===== src/rtl/aurora_pkg.sv =====
// ============================================================================
// Module   : aurora_pkg
// Brief    : Shared types and default widths for the data-memory subsystem.
// Revision : 1.0 - initial release
// ============================================================================
`default_nettype none

package aurora_pkg;

  // Default data memory geometry, shared with the memory macro wrapper
  localparam int c_ADDR_W = 8;
  localparam int c_DATA_W = 16;

  // Arbiter operating mode
  typedef enum logic [1:0] {
    RUN    = 2'd0,
    DRAIN  = 2'd1,
    LOCKED = 2'd2
  } arb_state_t;

  // Owner of the read whose data returns in the current cycle
  typedef enum logic [1:0] {
    NONE = 2'd0,
    PIPE = 2'd1,
    HOST = 2'd2
  } owner_t;

endpackage

`default_nettype wire


===== src/rtl/dmem_arbiter_if.sv =====
// ============================================================================
// Module   : dmem_arbiter_if
// Brief    : Pipeline, host and memory-side bus of the data memory arbiter.
//            Signal suffixes are relative to the arbiter.
// Revision : 1.0 - initial release
// ============================================================================
`default_nettype none

interface dmem_arbiter_if #(
  parameter int ADDR_W = aurora_pkg::c_ADDR_W,
  parameter int DATA_W = aurora_pkg::c_DATA_W
);

  // Pipeline MEM stage side
  logic              pipe_req_i;
  logic              pipe_we_i;
  logic [ADDR_W-1:0] pipe_addr_i;
  logic [DATA_W-1:0] pipe_wdata_i;
  logic              pipe_stall_o;
  logic [DATA_W-1:0] pipe_rdata_o;
  logic              pipe_rvalid_o;

  // Host / debug side
  logic              host_req_i;
  logic              host_we_i;
  logic [ADDR_W-1:0] host_addr_i;
  logic [DATA_W-1:0] host_wdata_i;
  logic              host_lock_i;
  logic              host_gnt_o;
  logic              host_locked_o;
  logic [DATA_W-1:0] host_rdata_o;
  logic              host_rvalid_o;

  // Data memory macro side
  logic              mem_en_o;
  logic              mem_we_o;
  logic [ADDR_W-1:0] mem_addr_o;
  logic [DATA_W-1:0] mem_wdata_o;
  logic [DATA_W-1:0] mem_rdata_i;

  // Arbiter view
  modport slave (
    input  pipe_req_i, pipe_we_i, pipe_addr_i, pipe_wdata_i,
    output pipe_stall_o, pipe_rdata_o, pipe_rvalid_o,
    input  host_req_i, host_we_i, host_addr_i, host_wdata_i, host_lock_i,
    output host_gnt_o, host_locked_o, host_rdata_o, host_rvalid_o,
    output mem_en_o, mem_we_o, mem_addr_o, mem_wdata_o,
    input  mem_rdata_i
  );

  // Requester / memory view
  modport master (
    output pipe_req_i, pipe_we_i, pipe_addr_i, pipe_wdata_i,
    input  pipe_stall_o, pipe_rdata_o, pipe_rvalid_o,
    output host_req_i, host_we_i, host_addr_i, host_wdata_i, host_lock_i,
    input  host_gnt_o, host_locked_o, host_rdata_o, host_rvalid_o,
    input  mem_en_o, mem_we_o, mem_addr_o, mem_wdata_o,
    output mem_rdata_i
  );

endinterface

`default_nettype wire


===== src/rtl/dmem_arbiter.sv =====
// ============================================================================
// Module   : dmem_arbiter
// Brief    : Single-port data memory arbiter between the pipeline MEM stage
//            and the host/debug port, with starvation guard, exclusive host
//            lock and one-cycle read data return routing.
// Revision : 1.0 - initial release
// ============================================================================
`default_nettype none

module dmem_arbiter
  import aurora_pkg::*;
#(
  parameter int ADDR_W       = c_ADDR_W,
  parameter int DATA_W       = c_DATA_W,
  parameter int STARVE_LIMIT = 4
) (
  input  wire           clk_i,
  input  wire           rst_ni,
  dmem_arbiter_if.slave bus
);

  localparam logic [3:0] c_STARVE_MAX = 4'(STARVE_LIMIT);

  arb_state_t        r_state, w_state_nxt;
  owner_t            r_rd_owner, w_rd_owner_nxt;
  logic [3:0]        r_starve_cnt, w_starve_nxt;
  logic              r_host_locked;
  logic [DATA_W-1:0] r_pipe_rdata, r_host_rdata;
  logic              w_pipe_gnt, w_host_gnt;
  logic              w_pipe_rvalid, w_host_rvalid;

  // Grant selection; nothing is granted while reset is asserted so every
  // output reads zero during reset.
  always_comb begin
    w_pipe_gnt = 1'b0;
    w_host_gnt = 1'b0;
    if (rst_ni) begin
      case (r_state)
        RUN: begin
          if (bus.host_req_i && (r_starve_cnt == c_STARVE_MAX || !bus.pipe_req_i))
            w_host_gnt = 1'b1;
          else if (bus.pipe_req_i)
            w_pipe_gnt = 1'b1;
        end
        default: w_host_gnt = bus.host_req_i;
      endcase
    end
  end

  // Next mode: drain outstanding pipeline reads before locking, and hold the
  // lock until the last host read has returned.
  always_comb begin
    w_state_nxt = r_state;
    case (r_state)
      RUN: begin
        if (bus.host_lock_i) w_state_nxt = DRAIN;
      end
      DRAIN: begin
        if (!bus.host_lock_i)        w_state_nxt = RUN;
        else if (r_rd_owner != PIPE) w_state_nxt = LOCKED;
      end
      LOCKED: begin
        if (!bus.host_lock_i && r_rd_owner != HOST) w_state_nxt = RUN;
      end
      default: w_state_nxt = RUN;
    endcase
  end

  // Read owner for next cycle's data return and saturating starvation count
  always_comb begin
    w_rd_owner_nxt = NONE;
    if (w_pipe_gnt && !bus.pipe_we_i)      w_rd_owner_nxt = PIPE;
    else if (w_host_gnt && !bus.host_we_i) w_rd_owner_nxt = HOST;

    w_starve_nxt = r_starve_cnt;
    if (!bus.host_req_i || w_host_gnt)  w_starve_nxt = 4'd0;
    else if (r_starve_cnt != c_STARVE_MAX) w_starve_nxt = r_starve_cnt + 4'd1;
  end

  // Control state registers
  always_ff @(posedge clk_i or negedge rst_ni) begin
    if (!rst_ni) begin
      r_state       <= RUN;
      r_rd_owner    <= NONE;
      r_starve_cnt  <= 4'd0;
      r_host_locked <= 1'b0;
    end else begin
      r_state       <= w_state_nxt;
      r_rd_owner    <= w_rd_owner_nxt;
      r_starve_cnt  <= w_starve_nxt;
      r_host_locked <= (w_state_nxt == LOCKED);
    end
  end

  // Keep the last returned word per requester so rdata holds between returns
  always_ff @(posedge clk_i or negedge rst_ni) begin
    if (!rst_ni) begin
      r_pipe_rdata <= '0;
      r_host_rdata <= '0;
    end else begin
      if (w_pipe_rvalid) r_pipe_rdata <= bus.mem_rdata_i;
      if (w_host_rvalid) r_host_rdata <= bus.mem_rdata_i;
    end
  end

  assign w_pipe_rvalid = (r_rd_owner == PIPE);
  assign w_host_rvalid = (r_rd_owner == HOST);

  assign bus.pipe_stall_o  = rst_ni & bus.pipe_req_i & ~w_pipe_gnt;
  assign bus.pipe_rvalid_o = w_pipe_rvalid;
  assign bus.pipe_rdata_o  = w_pipe_rvalid ? bus.mem_rdata_i : r_pipe_rdata;

  assign bus.host_gnt_o    = w_host_gnt;
  assign bus.host_locked_o = r_host_locked;
  assign bus.host_rvalid_o = w_host_rvalid;
  assign bus.host_rdata_o  = w_host_rvalid ? bus.mem_rdata_i : r_host_rdata;

  assign bus.mem_en_o    = w_pipe_gnt | w_host_gnt;
  assign bus.mem_we_o    = (w_pipe_gnt & bus.pipe_we_i) | (w_host_gnt & bus.host_we_i);
  assign bus.mem_addr_o  = w_pipe_gnt ? bus.pipe_addr_i :
                           w_host_gnt ? bus.host_addr_i : '0;
  assign bus.mem_wdata_o = w_pipe_gnt ? bus.pipe_wdata_i :
                           w_host_gnt ? bus.host_wdata_i : '0;

endmodule

`default_nettype wire

===== src/flat_wrapper.sv =====
// flat-port wrapper written by rule: the top's interface ports become plain ports
module dmem_arbiter_flat import aurora_pkg::*;
#(
  parameter int ADDR_W       = c_ADDR_W,
  parameter int DATA_W       = c_DATA_W,
  parameter int STARVE_LIMIT = 4
)
  (clk_i, rst_ni, bus_pipe_req_i, bus_pipe_we_i, bus_pipe_addr_i, bus_pipe_wdata_i, bus_pipe_stall_o, bus_pipe_rdata_o, bus_pipe_rvalid_o, bus_host_req_i, bus_host_we_i, bus_host_addr_i, bus_host_wdata_i, bus_host_lock_i, bus_host_gnt_o, bus_host_locked_o, bus_host_rdata_o, bus_host_rvalid_o, bus_mem_en_o, bus_mem_we_o, bus_mem_addr_o, bus_mem_wdata_o, bus_mem_rdata_i);
  dmem_arbiter_if #(.ADDR_W(ADDR_W), .DATA_W(DATA_W)) bus_i ();
  input  wire clk_i;
  input  wire rst_ni;
  input wire logic [$bits(bus_i.pipe_req_i)-1:0] bus_pipe_req_i;
  input wire logic [$bits(bus_i.pipe_we_i)-1:0] bus_pipe_we_i;
  input wire logic [$bits(bus_i.pipe_addr_i)-1:0] bus_pipe_addr_i;
  input wire logic [$bits(bus_i.pipe_wdata_i)-1:0] bus_pipe_wdata_i;
  output wire logic [$bits(bus_i.pipe_stall_o)-1:0] bus_pipe_stall_o;
  output wire logic [$bits(bus_i.pipe_rdata_o)-1:0] bus_pipe_rdata_o;
  output wire logic [$bits(bus_i.pipe_rvalid_o)-1:0] bus_pipe_rvalid_o;
  input wire logic [$bits(bus_i.host_req_i)-1:0] bus_host_req_i;
  input wire logic [$bits(bus_i.host_we_i)-1:0] bus_host_we_i;
  input wire logic [$bits(bus_i.host_addr_i)-1:0] bus_host_addr_i;
  input wire logic [$bits(bus_i.host_wdata_i)-1:0] bus_host_wdata_i;
  input wire logic [$bits(bus_i.host_lock_i)-1:0] bus_host_lock_i;
  output wire logic [$bits(bus_i.host_gnt_o)-1:0] bus_host_gnt_o;
  output wire logic [$bits(bus_i.host_locked_o)-1:0] bus_host_locked_o;
  output wire logic [$bits(bus_i.host_rdata_o)-1:0] bus_host_rdata_o;
  output wire logic [$bits(bus_i.host_rvalid_o)-1:0] bus_host_rvalid_o;
  output wire logic [$bits(bus_i.mem_en_o)-1:0] bus_mem_en_o;
  output wire logic [$bits(bus_i.mem_we_o)-1:0] bus_mem_we_o;
  output wire logic [$bits(bus_i.mem_addr_o)-1:0] bus_mem_addr_o;
  output wire logic [$bits(bus_i.mem_wdata_o)-1:0] bus_mem_wdata_o;
  input wire logic [$bits(bus_i.mem_rdata_i)-1:0] bus_mem_rdata_i;
  assign bus_i.pipe_req_i = bus_pipe_req_i;
  assign bus_i.pipe_we_i = bus_pipe_we_i;
  assign bus_i.pipe_addr_i = bus_pipe_addr_i;
  assign bus_i.pipe_wdata_i = bus_pipe_wdata_i;
  assign bus_pipe_stall_o = bus_i.pipe_stall_o;
  assign bus_pipe_rdata_o = bus_i.pipe_rdata_o;
  assign bus_pipe_rvalid_o = bus_i.pipe_rvalid_o;
  assign bus_i.host_req_i = bus_host_req_i;
  assign bus_i.host_we_i = bus_host_we_i;
  assign bus_i.host_addr_i = bus_host_addr_i;
  assign bus_i.host_wdata_i = bus_host_wdata_i;
  assign bus_i.host_lock_i = bus_host_lock_i;
  assign bus_host_gnt_o = bus_i.host_gnt_o;
  assign bus_host_locked_o = bus_i.host_locked_o;
  assign bus_host_rdata_o = bus_i.host_rdata_o;
  assign bus_host_rvalid_o = bus_i.host_rvalid_o;
  assign bus_mem_en_o = bus_i.mem_en_o;
  assign bus_mem_we_o = bus_i.mem_we_o;
  assign bus_mem_addr_o = bus_i.mem_addr_o;
  assign bus_mem_wdata_o = bus_i.mem_wdata_o;
  assign bus_i.mem_rdata_i = bus_mem_rdata_i;
  dmem_arbiter #(.ADDR_W(ADDR_W), .DATA_W(DATA_W), .STARVE_LIMIT(STARVE_LIMIT)) u_core (.clk_i(clk_i), .rst_ni(rst_ni), .bus(bus_i));
endmodule

===== config.mk =====
export PLATFORM = sky130hd
export DESIGN_NAME = dmem_arbiter_flat
export DESIGN_NICKNAME = d
export VERILOG_FILES = /design/src/rtl/aurora_pkg.sv /design/src/rtl/dmem_arbiter_if.sv /design/src/rtl/dmem_arbiter.sv /design/src/flat_wrapper.sv
export SDC_FILE = /design/constraint.sdc
export NUM_CORES = 1
export LEC_CHECK = 0
export BUFFER_PORTS_ARGS = -buffer_cell sky130_fd_sc_hd__buf_2
export CAP_MARGIN = 20
export CORE_MARGIN = 3
export CORE_UTILIZATION = 35
export CTS_CLUSTER_DIAMETER = 80
export DETAILED_ROUTE_END_ITERATION = 10
export PLACE_DENSITY_LB_ADDON = 0.15
export SYNTH_ARGS = -nofsm -noshare
export SYNTH_HDL_FRONTEND = slang
export SYNTH_SLANG_ARGS = --single-unit

===== constraint.sdc =====
create_clock -name clk_i -period 2.4 [get_ports clk_i]
set_clock_uncertainty 0.1 [all_clocks]
set_input_delay 0.48 -clock clk_i [delete_from_list [all_inputs] [get_ports clk_i]]
set_output_delay 0.48 -clock clk_i [all_outputs]
set_load 0.02 [all_outputs]

* After elaboration in Yosys (flattened, before gate mapping)
Index checks and enable logic that the tools add are counted.
** Operators by class
- Add/sub/neg operators :: 1
- Reduce and logical (&&, ||, !) cells :: 13
- Multiplexer cells :: 22
- Equality and inequality tests :: 9
- Bitwise gates (word level) :: 7
** Operators by type and width (number)
- $mux W16 :: 4
- $mux W8 :: 2
- $mux W2 :: 6
- $mux W4 :: 2
- $mux W1 :: 7
- $eq A2 B2 Y1 const B :: 3
- $pmux W2 S3 :: 1
- $logic_not A1 Y1 :: 5
- $add A4 B1 Y4 const B :: 1
- $and A1 B1 Y1 :: 4
- $eq A2 B1 Y1 const B :: 2
- $eq A4 B3 Y1 const B :: 1
- $logic_and A1 B1 Y1 :: 4
- $ne A4 B3 Y1 const B :: 1
- $logic_not A2 Y1 :: 1
- $logic_or A1 B1 Y1 :: 2
- $ne A2 B1 Y1 const B :: 1
- $ne A2 B2 Y1 const B :: 1
- $or A1 B1 Y1 :: 2
- $reduce_bool A2 Y1 :: 1
- $not A1 Y1 :: 1
** Word-level totals
- Word-level logic and storage cells :: 58
- Register bits :: 41
- Output and inout port bits :: 63

* Longest topological paths before layout
Gate-level depths: netlist of the first run.
- Depth in word-level cells :: 9
- Mapped depth :: 7
- Depth with buffers taken out :: 5

* Least setup slack after synthesis of the first run
OpenSTA, ideal clock, no wires.
- Path type :: flip-flop to output port
- Start point :: register u_core.r_starve_cnt[0]
- End point :: output port bus_mem_addr_o[0]
- Cell stages (with the launch flop) :: 8
- Path slack :: 0.241 ns
- Path buffers :: 2
- Required time :: 1.820 ns
- Arrival time :: 1.579 ns
- Cell sequence :: dfrtp_1 inv_1 ha_1 nand3b_4 and2_4 buf_6 buf_4 o22ai_1
** On the way
- Word-level cells in the longest chain between the ends :: 8
** Ends and longest elaborated chain
- start, declared :: RTL line dmem_arbiter.sv:26 : logic [3:0] r_starve_cnt, w_starve_nxt;
- start signal, assigned :: RTL line dmem_arbiter.sv:90 : r_starve_cnt <= w_starve_nxt;
- $eq A4 B3 Y1 (*) :: RTL line dmem_arbiter.sv:40 : if (bus.host_req_i && (r_starve_cnt == c_STARVE_MAX || !bus.pipe_req_i))
- $logic_or A1 B1 Y1 (*) :: RTL line dmem_arbiter.sv:40
- $logic_and A1 B1 Y1 (*) :: RTL line dmem_arbiter.sv:40
- $mux W1 :: RTL line dmem_arbiter.sv:40
- $mux W1 :: RTL line dmem_arbiter.sv:38 : case (r_state)
- $mux W1 :: RTL line dmem_arbiter.sv:37 : if (rst_ni) begin
- $mux W8 :: RTL line dmem_arbiter.sv:121 : w_host_gnt ? bus.host_addr_i : '0;
- $mux W8 (*) :: RTL line dmem_arbiter.sv:120 : assign bus.mem_addr_o = w_pipe_gnt ? bus.pipe_addr_i :
- end, declared :: RTL line flat_wrapper.sv:30 : output wire logic [$bits(bus_i.mem_addr_o)-1:0] bus_mem_addr_o;
Mark *: on every way between the ends. The rest lies on a longest branch, timed or not.

* Worst setup path in the final report of the first run
- Start point :: register u_core.r_starve_cnt[0]
- End point :: output port bus_mem_wdata_o[2]
** On the way
- Word-level cells in the longest chain between the ends :: 8
** Ends and longest elaborated chain
- $eq A4 B3 Y1 (*) :: RTL line dmem_arbiter.sv:40
- $logic_or A1 B1 Y1 (*) :: RTL line dmem_arbiter.sv:40
- $logic_and A1 B1 Y1 (*) :: RTL line dmem_arbiter.sv:40
- $mux W1 :: RTL line dmem_arbiter.sv:40
- $mux W1 :: RTL line dmem_arbiter.sv:38
- $mux W1 :: RTL line dmem_arbiter.sv:37
- $mux W16 :: RTL line dmem_arbiter.sv:123 : w_host_gnt ? bus.host_wdata_i : '0;
- $mux W16 (*) :: RTL line dmem_arbiter.sv:122 : assign bus.mem_wdata_o = w_pipe_gnt ? bus.pipe_wdata_i :
- end, declared :: RTL line flat_wrapper.sv:31 : output wire logic [$bits(bus_i.mem_wdata_o)-1:0] bus_mem_wdata_o;
Marked as above.

==> results of run 1 <==
==> cells in the final DEF, fill, tap and decap left out, types with 2 or more instances in the layout <==
cell	synthesis	layout
a21oi_1	2	2
o22ai_1	25	22
buf_12	0	2
o22ai_2	0	3
buf_4	2	19
dfrtp_1	41	41
nand2_1	102	102
clkbuf_8	0	7
nor2_1	3	3
and2_4	1	2
o21ai_0	3	3
nand2b_1	3	3
inv_1	4	3
mux2_2	16	16
buf_2	9	123
nand3_1	2	2
==> stage by stage <==
step	cells	util (%)
5_1_grt	449	53.9
4_1_cts	446	52.6
2_1_floorplan	241	-
6_report	449	53.9
3_5_place_dp	438	50.7
3_3_place_gp	438	50.7
==> power by group through the flow <==
stage                     logic, µW  clock network [µW]  registers, µW
after floorplan                 698                   0            945
after global placement         1050                   0            948
after detailed placement       1070                   0            961
after CTS                      1070                 508            946
after global routing           1190                 544            965
final                          1090                 489            944
==> registers in the layout (all words and copies together), names as in the netlist <==
| signal | cells |
|---|---|
| u_core.r_host_rdata | 16 |
| u_core.r_pipe_rdata | 16 |
| u_core.r_starve_cnt | 4 |
| u_core.r_rd_owner | 2 |
| u_core.r_state | 2 |
| u_core.bus.host_locked_o | 1 |
==> worst reg2reg max path: stages, from the launching register on <==
cell      delay, ns
dfrtp_1        0.42
inv_2          0.10
ha_4           0.16
nand3b_4       0.13
and2_4         0.23
a311o_1        0.36
==> logic make-up (layout without fill, tap and decap cells) <==
kind of cell	Yosys count	in the layout	share of synthesized area (%)
AOI/OAI and AO/OA	35	35	10.4
xor gates and xnor gates	1	1	0.412
muxes	17	17	8.94
buffers and inverters	22	157	5.47
DFF	41	41	48.2
and+or+nand+nor	123	124	25.4
adders and majority gates	2	2	1.18
==> area by class of cell <==
class | count | area, µm² | share of cell area, %
Sequential cell | 41 | 1030 | 33.5
Multi-Input combinational cell | 179 | 1020 | 33.5
Timing Repair Buffer | 144 | 798 | 26.1
Clock buffer | 7 | 96.3 | 3.15
Tap cell | 72 | 90.1 | 2.94
Inverter | 5 | 18.8 | 0.613
Clock inverter | 1 | 5.00 | 0.164
==> repair_timing <==
action / CTS / global route
pin swaps: 0 / 1
setup buffers: 0 / 2
gates cloned: 0 / 1
endpoints found under the setup margin: 1 / 26
resized for setup: 2 / 15
==> worst min-delay path by stage <==
| stage | slack [ns] | to | cells past startpoint | from |
|---|---|---|---|---|
| 3_5_place_dp | 0.36 | u_core.r_host_rdata[0] | 2 | u_core.r_host_rdata[0] |
| 2_1_floorplan | 0.08 | u_core.bus.host_locked_o | 0 | rst_ni |
| 6_report | 0.1 | u_core.r_pipe_rdata[2] | 2 | rst_ni |
| 4_1_cts | 0.08 | u_core.r_host_rdata[0] | 2 | rst_ni |
| 3_3_place_gp | 0.35 | u_core.r_host_rdata[2] | 2 | u_core.r_host_rdata[2] |
| 5_1_grt | 0.09 | u_core.r_host_rdata[0] | 2 | rst_ni |
==> per-layer routing <==
layer,track usage [%],vias up
li1,-,1078
met1,22.1,993
met2,28.4,95
met3,4.74,2
met4,4.39,0
met5,0,-
==> summary.txt, run 1 <==
Clock network
  – TritonCTS Sinks: 41
  – H-tree depth: 2
  – CTS tree: done
  – CTS Buffer Depth: 2
  – Worst skew pair latency: 0.28 ns
  – Root Buffer: clkbuf_8
  – Clock transition at the registers of the reported paths: 0.08 ns
  – Hold buffers post-CTS: 0
  – TritonCTS buffer count: 5

Synth
  – Post-synth top cells: nand2_1 (102), dfrtp_1 (41), o22ai_1 (25), mux2_2 (16), buf_2 (9)
  – FFs w/ async S/R, synth: 100%
  – Synth Flop Type: dfrtp_1
  – Post-synth cell types: 36
  – Synth area leader: dfrtp_1
  – Register area share after synthesis: 48.2%
  – Seq cells post-synth: 41
  – Synth top area share: 48.2%
  – Mapped Cells: 241
  – Number of flops mapped to enable cells by yosys: 0
  – Ys Warns: 0
  – Net Count, Synth: 314
  – Count leader, synth: nand2_1
  – Syn avg cell area: 8.83 µm²
  – Top post-synthesis cells by area: dfrtp_1 (48%), nand2_1 (18%), mux2_2 (8.5%)
  – Synthesized area: 0.00213 mm²

Power and ir drop
  – Leakage Power: 0.00165 µW
  – Cell-internal power: 1570 µW
  – Reg power frac: 37.4%
  – Overall power: 2520 µW
  – Clock power share: 19.4%
  – Switching share of power: 37.9%
  – Pwr Density: 825 mW/mm²
  – Max VDD drop: 0.379 mV
  – Net Sw Power: 957 µW
  – Combinational power share: 43.2%

GRT
  – Largest net degree at the start of global routing: 46
  – Vias in the first global route: 2,091
  – Initial antenna violation count: 0
  – Grt total ovfl: 0
  – GRT Util Overall: 17.1%
  – First-pass GRT wire length: 9.89 mm

Finish
  – Area delta synth->final: 43.8%
  – Fillers: 566
  – # nets final: 449
  – Final instance area: 0.00306 mm²
  – Share of layout cells above drive strength 1: 47.2%
  – Diode count: 0

Detailed routing
  – DR WL/cell: 13.7 µm
  – Initial DRC Count: 41
  – Final wirelength: 6.16 mm
  – M1 WL: 2.62 mm
  – WL met2: 3.01 mm
  – Detail Route met3 WL: 501 µm
  – Max Used Layer: met4
  – # DRC: 0
  – Drt first pass iters: 4
  – ANT nets after route: 0
  – Via density: 4.83
  – Vias: 2,168

Setup path
  – Worst Path Max Fanout: 26
  – Buffers & Inverters on Critical Path: 3
  – R2R setup slack: 0.79 ns
  – Crit path depth: 7
  – Critical path arrival: 1.70 ns
  – Critical Path Start: u_core.r_starve_cnt[0]
  – CP Class: reg -> out
  – CP top delay family: buffers and inverters
  – Slowest-stage cell, CP: dfrtp_1
  – RR Startpoint: u_core.r_starve_cnt[0]
  – Cell chain of the critical path: inv_2 -> ha_4 -> nand4b_1 -> nand2_2 -> buf_12 -> o22ai_1 -> buf_2
  – Reg2Reg Capture Point: u_core.r_starve_cnt[0]
  – Slowest stage delay, CP: 0.41 ns
  – CP required: 1.82 ns
  – Critical path capture point: bus_mem_wdata_o[2]
  – CP Launch Type: flop
  – CP endpoint kind: output port
  – R2R depth: 5

Placement
  – Detailed placement HPWL: 4.56 mm
  – I/O Buffers: 133
  – Final Wtd Congestion: 0.758
  – Worst slack, placed: 0.281 ns
  – DP Area: 0.00288 mm²

STA
  – Tmin final: 2.28 ns
  – Final setup fails: 0
  – RSZ-0062 raised after global routing: true
  – Fin worst setup slack: 0.117 ns
  – Actual slew at the worst max-slew pin: 0.261 ns
  – Worst hold margin: 0.0967 ns
  – Final hold vios: 0
  – Rel. slew slack: 82.6%
  – Achievable Freq: 438 MHz
  – Part of the cycle the worst path needs: 95.1%
  – Final slew viol count: 0
  – Sum Neg Setup Slack: 0 ns

Die
  – IO Pins: 134
  – Die Area: 0.00705 mm²
  – Die Width: 84.0 µm
  – Die span in y: 84.0 µm
  – Core area: 0.00568 mm²
  – Initial Util: 37.5%
  – Core Rows: 27

Min path
  – Worst min path class: in -> async

Outcome
  – Run status: completed

Job
  – Max Cap Violations: 0
Power figures use the tool's default switching activity.
==> run 2, diff against run 1 <==
--- a/config.mk
+++ b/config.mk
@@ -12,6 +12,7 @@
 export CTS_CLUSTER_DIAMETER = 80
 export DETAILED_ROUTE_END_ITERATION = 10
 export PLACE_DENSITY_LB_ADDON = 0.15
+export REMOVE_ABC_BUFFERS = 1
 export SYNTH_ARGS = -nofsm -noshare
 export SYNTH_HDL_FRONTEND = slang
 export SYNTH_SLANG_ARGS = --single-unit
==> summary.txt, run 2 (synthesis results as in run 1) <==
STA
  – Actual slew at the worst max-slew pin: 0.361 ns (+0.0994 ns)
  – Fin worst setup slack: 0.107 ns (-0.00920 ns)
  – Achievable Freq: 436 MHz (-0.40%)
  – Part of the cycle the worst path needs: 95.5% (+0.38 points)
  – Final hold vios: 0 (unchanged)
  – Rel. slew slack: 75.9% (-6.6 points)
  – Tmin final: 2.29 ns (+0.00920 ns)
  – Final setup fails: 0 (unchanged)
  – Final slew viol count: 0 (unchanged)
  – Sum Neg Setup Slack: 0 ns (unchanged)
  – Worst hold margin: 0.102 ns (+0.00517 ns)
  – RSZ-0062 raised after global routing: false

Die
  – Die span in y: 84.0 µm (unchanged)
  – Die Width: 84.0 µm (unchanged)
  – Initial Util: 37.5% (unchanged)
  – Die Area: 0.00705 mm² (unchanged)
  – IO Pins: 134 (unchanged)
  – Core area: 0.00568 mm² (unchanged)
  – Core Rows: 27 (unchanged)

GRT
  – First-pass GRT wire length: 9.98 mm (+0.84%)
  – Grt total ovfl: 0 (unchanged)
  – Vias in the first global route: 2,111 (+0.96%)
  – Initial antenna violation count: 0 (unchanged)
  – GRT Util Overall: 17.3% (+0.11 points)
  – Largest net degree at the start of global routing: 77 (+67%)

Placement
  – I/O Buffers: 133 (unchanged)
  – Worst slack, placed: 0.292 ns (+0.0113 ns)
  – Placed cell count: 435 (-0.68%)
  – Final Wtd Congestion: 0.873 (+15%)
  – DP Area: 0.00286 mm² (-0.78%)
  – Detailed placement HPWL: 4.31 mm (-5.4%)

Setup path
  – RR Startpoint: u_core.r_starve_cnt[0]
  – Critical Path Start: u_core.r_state[1]
  – CP required: 1.82 ns (about the same)
  – Cell chain of the critical path: nor3b_4 -> and2_4 -> o22ai_1 -> buf_2
  – CP Launch Type: flop
  – CP Class: reg -> out
  – Critical path arrival: 1.71 ns (about the same)
  – CP endpoint kind: output port
  – Slowest stage delay, CP: 0.43 ns (+0.02 ns)
  – Slowest-stage cell, CP: dfrtp_1
  – Worst Path Max Fanout: 28 (+7.7%)

Finish
  – Fillers: 557 (-1.6%)
  – Share of layout cells above drive strength 1: 46.3% (-0.94 points)
  – # nets final: 449 (unchanged)
  – Commonest non-fill, non-tap cell in the layout: buf_2
  – Diode count: 0 (unchanged)
  – Most frequent cells in the layout: buf_2 (124), nand2_1 (102), dfrtp_1 (41)
  – Final instance area: 0.00306 mm² (about the same)
  – Area delta synth->final: 43.7% (about the same)
  – Cell Count, Final, Fillers Out: 448 (-0.22%)
  – Top flop regs: u_core.r_host_rdata (16), u_core.r_pipe_rdata (16), u_core.r_starve_cnt (4)

Clock network
  – TritonCTS Sinks: 41 (unchanged)
  – H-tree depth: 2 (unchanged)
  – CTS Buffer Depth: 2 (unchanged)
  – CTS tree: done
  – Clock transition at the registers of the reported paths: 0.08 ns (about the same)
  – Worst skew pair latency: 0.29 ns (about the same)
  – TritonCTS buffer count: 5 (unchanged)
  – Root Buffer: clkbuf_8
  – Hold buffers post-CTS: 0 (unchanged)

Outcome
  – Run status: completed

Detailed routing
  – Vias: 2,136 (-1.5%)
  – Drt first pass iters: 4 (unchanged)
  – # DRC: 0 (unchanged)
  – Initial DRC Count: 86 (+110%)
  – ANT nets after route: 0 (unchanged)
  – DR WL/cell: 13.9 µm (+0.99%)
  – Final wirelength: 6.21 mm (+0.76%)
  – Via density: 4.77 (-1.3%)

Power and ir drop
  – Max VDD drop: 0.550 mV (+45%)
  – Clock power share: 20.9% (+1.5 points)
  – Combinational power share: 42.5% (-0.7 points)
  – Pwr Density: 843 mW/mm² (+2.1%)
  – Net Sw Power: 961 µW (+0.48%)
  – Leakage Power: 0.00165 µW (+0.23%)
  – Reg power frac: 36.6% (-0.8 points)
  – Cell-internal power: 1620 µW (+3.0%)
  – Switching share of power: 37.3% (-0.58 points)

Min path
  – Worst min path class: in -> async

Job
  – Max Cap Violations: 0 (unchanged)
## run 2: cell count changes in the layout (fill, tap and decap cells not counted), sizes merged
cell	change
and2	-1
bufinv	+1
clkbuf	-1
## run 2: area by class of cell
class                      instances  area [µm²]  share of cell area [%]
inverter                           5        18.8                   0.614
tap                               72        90.1                    2.95
sequential                        41        1030                    33.6
timing repair buffer             145         821                    26.9
clock buffer                       5        68.8                    2.25
clock inverter                     2        35.0                    1.15
multi-input combinational        178         997                    32.6
## run 2: power by group through the flow
stage | Clock (µW) | Sequential [µW] | Combinational (µW)
5_1_grt | 590 | 965 | 1190
2_1_floorplan | 0 | 945 | 663
3_5_place_dp | 0 | 959 | 1050
6_report | 539 | 943 | 1090
3_3_place_gp | 0 | 950 | 1040
4_1_cts | 555 | 944 | 1060
## run 2: metal layers
layer  vias to the layer above  wire length [µm]  track usage, %
li1                       1083                 -               -
met1                       975              2560            22.0
met2                        67              3220            29.1
met3                        11               303            3.55
met4                         0               120            5.70
met5                         -                 0               0
## run 2: repair_timing
item                                    CTS  global route
cloned                                    0             1
hold endpoints to repair                  0             0
gates resized for setup                   0            12
buffers inserted                          1             4
pin swaps                                 0             2
endpoints found under the setup margin   25            26
## run 2: worst paths after layout
check | endpoint | slack, ns | cells past startpoint
max in group asynchronous | u_core.r_host_rdata[10] | 1.80 | 2
setup / recovery | bus_mem_wdata_o[0] | 0.11 | 4
setup reg to reg | u_core.r_starve_cnt[0] | 0.75 | 5
hold / removal | u_core.r_starve_cnt[2] | 0.10 | 2
min in group clk_i | u_core.r_rd_owner[1] | 0.26 | 2
hold reg to reg | u_core.r_host_rdata[7] | 0.38 | 2
## run 2: critical path: cells and delay by family (launching register included)
| kind | cells | cell delay [ns] |
|---|---|---|
| flip-flops | 1 | 0.43 |
| AO/OA/AOI/OAI | 1 | 0.12 |
| buffers and inverters | 1 | 0.18 |
| AND/OR/NAND/NOR | 2 | 0.68 |
## run 2: metrics by stage
step | utilization, % | total power [µW]
after global routing | 53.9 | 2750
after detailed placement | 50.3 | 2010
after floorplan | - | 1610
after CTS | 52.3 | 2560
after global placement | 50.3 | 1990
final | 53.9 | 2580
